--- src/rtl/ch_queue_ext.sv ---
// Parametrised ready/valid FIFO: power-of-two depth, synchronous flush, occupancy flags,
// and an optional mode where a full queue accepts an enqueue whenever the consumer dequeues.
module ch_queue_ext #(
  parameter int unsigned DATA_WIDTH    = 4,
  parameter int unsigned DEPTH         = 4,
  parameter int unsigned AFULL_THRESH  = DEPTH - 1,
  parameter int unsigned AEMPTY_THRESH = 1,
  parameter int unsigned PIPE          = 0
) (
  input  logic                         clk,
  input  logic                         reset,
  input  logic                         io_flush,
  input  logic                         io_enq_valid,
  input  logic [DATA_WIDTH-1:0]        io_enq_data,
  output logic                         io_enq_ready,
  input  logic                         io_deq_ready,
  output logic                         io_deq_valid,
  output logic [DATA_WIDTH-1:0]        io_deq_data,
  output logic [$clog2(DEPTH):0]       io_size,
  output logic                         io_almost_full,
  output logic                         io_almost_empty
);

  localparam int unsigned AW = $clog2(DEPTH);
  localparam int unsigned PW = AW + 1;
  localparam logic [PW-1:0] AFULL_T  = PW'(AFULL_THRESH);
  localparam logic [PW-1:0] AEMPTY_T = PW'(AEMPTY_THRESH);
  localparam logic          PIPE_EN  = (PIPE != 0);

  logic [PW-1:0]         r_rd_ptr;
  logic [PW-1:0]         r_wr_ptr;
  logic [DATA_WIDTH-1:0] r_mem [DEPTH];

  logic w_empty;
  logic w_full;
  logic w_enq_fire;
  logic w_deq_fire;

  // Extra pointer MSB distinguishes full from empty when the indices match
  assign w_empty = (r_wr_ptr == r_rd_ptr);
  assign w_full  = (r_wr_ptr[AW-1:0] == r_rd_ptr[AW-1:0]) && (r_wr_ptr[AW] != r_rd_ptr[AW]);

  assign io_deq_valid = !w_empty && !io_flush;
  assign io_enq_ready = (!w_full || (PIPE_EN && io_deq_ready)) && !io_flush;

  assign w_enq_fire = io_enq_valid && io_enq_ready;
  assign w_deq_fire = io_deq_valid && io_deq_ready;

  // First-word-fall-through head; a pipelined full-queue write lands after this read
  assign io_deq_data = r_mem[r_rd_ptr[AW-1:0]];

  assign io_size         = r_wr_ptr - r_rd_ptr;
  assign io_almost_full  = (io_size >= AFULL_T);
  assign io_almost_empty = (io_size <= AEMPTY_T);

  always_ff @(posedge clk) begin
    if (w_enq_fire) begin
      r_mem[r_wr_ptr[AW-1:0]] <= io_enq_data;
    end
  end

  always_ff @(posedge clk or posedge reset) begin
    if (reset) begin
      r_rd_ptr <= '0;
      r_wr_ptr <= '0;
    end else if (io_flush) begin
      r_rd_ptr <= '0;
      r_wr_ptr <= '0;
    end else begin
      if (w_enq_fire) begin
        r_wr_ptr <= r_wr_ptr + PW'(1);
      end
      if (w_deq_fire) begin
        r_rd_ptr <= r_rd_ptr + PW'(1);
      end
    end
  end

endmodule

--- config.mk ---
export PLATFORM = sky130hd
export DESIGN_NAME = ch_queue_ext
export DESIGN_NICKNAME = d
export VERILOG_FILES = /design/src/rtl/ch_queue_ext.sv
export SDC_FILE = /design/constraint.sdc
export NUM_CORES = 1
export LEC_CHECK = 0
export CAP_MARGIN = 40
export CORE_MARGIN = 4
export CORE_UTILIZATION = 46
export CTS_BUF_LIST = sky130_fd_sc_hd__clkbuf_16
export CTS_CLUSTER_DIAMETER = 30
export DETAILED_ROUTE_END_ITERATION = 8
export PLACE_DENSITY = 0.84
export SYNTH_ARGS = -nofsm -noshare
export SYNTH_HDL_FRONTEND = slang
export SYNTH_SLANG_ARGS = --single-unit
--- constraint.sdc ---
create_clock -name clk -period 1.8 [get_ports clk]
set_clock_uncertainty 0.2 [all_clocks]
set_input_delay 0.27 -clock clk [delete_from_list [all_inputs] [get_ports clk]]
set_output_delay 0.27 -clock clk [all_outputs]
set_load 0.02 [all_outputs]
==> impl_metrics.tcl <==
set metrics [dict create \
    drtIter0Drc 66 \
    tritoncts "done" \
    max-clock-path-buffers 2 \
    drt-total-wl_microns 3440 \
    ff2ff_path_depth 6 \
    gr-total-overflow 0 \
    wl_per_cell_microns 21.2 \
    hold_ws_ps 42.2 \
    clk_latency_ps 260 \
    hpwlAfterDp_microns 1990 \
    ys_seq_elements 22 \
    final_antenna_net_count 0 \
    path_depth 7 \
    clock-sinks 22 \
    first_pass_iters 4 \
    synth_edf_count 16 \
    crit_fanout 3 \
    timing.rr.end "r_mem[1][1]" \
    irDropWorstVdd_uv 1550 \
    worst-path-buf-inv 3 \
    path_cells "inv_2 -> ha_4 -> inv_2 -> fa_2 -> xor2_4 -> a21o_1 -> buf_2" \
    synthAdderAreaFrac_pct 9.29 \
    critPathTopFamily "adder cells" \
    cts_buffers 3 \
    fp.dieW_microns 58.2 \
    r2r_slack_ps -30 \
    rows 17 \
    hold_buffers 0 \
    synthDistinctLibCells 29 \
    finalHoldViolations 0 \
    cp-endpoint "io_almost_full" \
    grt_setup_unrepaired "true" \
    num_vias 992 \
    path_clk_slew_ps 60 \
    critPathKind "reg2out" \
    synth_xor_area_share_pct 1.51 \
    setup_ws_ps -427 \
    grt_max_degree 14 \
    grt_pass1_vias 987 \
    synth_area_sq_mm 0.00116 \
    num-nets-final 152 \
    max_clock_freq_ghz 0.449 \
    portBuffers 19 \
    synth_ff_type "edfxtp_1" \
    ys_seq_area_share_pct 54.4 \
    slew_viol_final 0 \
    synth.area.mux_share_pct 7.78 \
    yosysMostFrequentCell "edfxtp_1" \
    ys_top_cells_by_area "edfxtp_1 (41%), dfrtp_1 (13%), mux4_2 (7.8%)" \
    worst_pin_slew_ps 273 \
    synth_warnings 0 \
    core-area_sq_mm 0.00230 \
    h-tree-depth 1 \
    fillers 129 \
    post-route-drc-count 0 \
    synth_top_family_by_area "simple AND/OR/NAND/NOR gates" \
    finalCriticalPeriod_ps 2230 \
    grt_pass1_wl_microns 4790 \
    root_buffer "clkbuf_16" \
    initial_core_util_pct 50.4 \
    antenna_found_initial 0 \
    yosysTopAreaCell "edfxtp_1" \
    die_y_microns 58.2 \
    critPathSlowestCell "dfrtp_1" \
    cp-start-kind "flop" \
    cp.required_ps 1330 \
    top_level_ports 20 \
    avgSynthCellArea_sq_um 13.3 \
    synth_top_cell_area_share_pct 41.5 \
    synth_compound_area_share_pct 5.72 \
    power_density_mw_per_mm2 2060 \
    die_area_sq_mm 0.00339 \
    async_reset_ff_share_pct 27.3 \
    status "complete, but fails checks" \
    period_share_pct 124 \
    cp_slowest_stage_delay_ps 390 \
    grt.total_usage_pct 19.3 \
    yosys-top-cells-count "edfxtp_1 (16), ha_1 (7), dfrtp_1 (6), inv_1 (6), nand4b_1 (5)" \
    crit_path_start "r_wr_ptr[0]" \
    finalSetupViolCount 28 \
    placed_cells 148 \
    avgViaCountPerCell 6.12 \
    cp-end-kind "output pin" \
    design_power_total_w 0.00376 \
    relSlewSlack_pct 81.8 \
    synth_fp_nets 104 \
    fin_cells 162 \
    num_antenna_cells 0 \
    area_delta_synth_final_pct 57.3 \
    rr_startpoint "r_rd_ptr[0]" \
    leakage_nw 0.729 \
    arrival_ps 1760 \
    postSynthCellCount 87 \
    crit_path_frequent_cell "inv_2" \
    drive_above_1_share_pct 50.0 \
    min_path_type "in2async" \
    failed_checks "setup timing" \
    yosys.area_share.simple_pct 17.4 \
    utilization_pct 79.4 \
    gp_congestion 0.795 \
    cap_violations 0 \
]
cells in the final DEF (no fill, tap or decap), types with 2 or more instances in the layout:
| cell | n |
|---|---|
| and3_4 | 4 |
| nand4_1 | 3 |
| clkbuf_16 | 3 |
| dfrtp_1 | 4 |
| buf_6 | 17 |
| inv_1 | 3 |
| ha_4 | 2 |
| nand2_1 | 3 |
| nor3b_1 | 2 |
| a31oi_1 | 4 |
| nand3_1 | 3 |
| inv_2 | 2 |
| dfrtp_2 | 2 |
| buf_4 | 20 |
| mux4_2 | 4 |
| edfxtp_1 | 16 |
| ha_1 | 5 |
| nor2_1 | 2 |
| nand4b_1 | 5 |
| or3_1 | 2 |
| clkdlybuf4s50_1 | 8 |
power breakdown:
group | internal, W | switching, W
Clock | 0.000442 | 0.000188
Sequential | 0.000628 | 0.0000612
Combinational | 0.00124 | 0.00120
Total | 0.00231 | 0.00145
layout make-up:
type                       count  area [sq um]  area share [%]
clock inverter                 1          30.0            1.65
inverter                       6          25.0            1.37
timing repair buffer          47           435            23.9
tap                           28          35.0            1.92
sequential                    22           633            34.7
clock buffer                   3          75.1            4.12
multi-input combinational     55           589            32.3
metal layers:
layer | track usage (%) | wire length [microns] | vias up
met4 | 6.95 | 70 | 0
met1 | 24.3 | 1360 | 494
met5 | 0 | 0 | -
met3 | 3.34 | 210 | 8
met2 | 33.2 | 1790 | 55
li1 | - | - | 435
state kept, by name, indices dropped and copies added (netlist names):
| signal | cells |
|---|---|
| r_mem | 16 |
| r_wr_ptr | 3 |
| r_rd_ptr | 3 |
how the worst min path moves through the flow:
| stage | endpoint | cells past startpoint | slack, ps | startpoint |
|---|---|---|---|---|
| final | r_rd_ptr[2] | 2 | 40 | reset |
| after global routing | r_rd_ptr[2] | 2 | 90 | reset |
| after CTS | r_rd_ptr[2] | 2 | 50 | reset |
| after detailed placement | r_rd_ptr[2] | 2 | 310 | reset |
| after global placement | r_rd_ptr[2] | 2 | 310 | reset |
| after floorplan | r_rd_ptr[0] | 1 | -140 | reset |
logic make-up after synthesis:
group | Yosys count
buffers and inverters | 10
XOR/XNOR | 2
adder cells (fa/ha/maj) | 8
multiplexers | 4
flip-flops | 22
AND/OR/NAND/NOR | 32
AO/OA/AOI/OAI | 9
through the flow:
stage	worst slack (ps)	area [sq um]	setup TNS, ps
6_report	-427	1820	-3180
4_1_cts	-394	1740	-3420
2_1_floorplan	-177	1240	-909
3_3_place_gp	-515	1570	-3910
3_5_place_dp	-555	1570	-4240
5_1_grt	-472	1820	-4120
timing repair:
action                                 4_1_cts  5_1_grt
endpoints found under the hold margin        0        0
cloned                                       0        0
setup buffers                                5        6
resized for setup                           61       13
setup endpoints to repair                   28       32
pin swaps                                    8        3
Note: power is estimated with default switching activity, not from simulation.
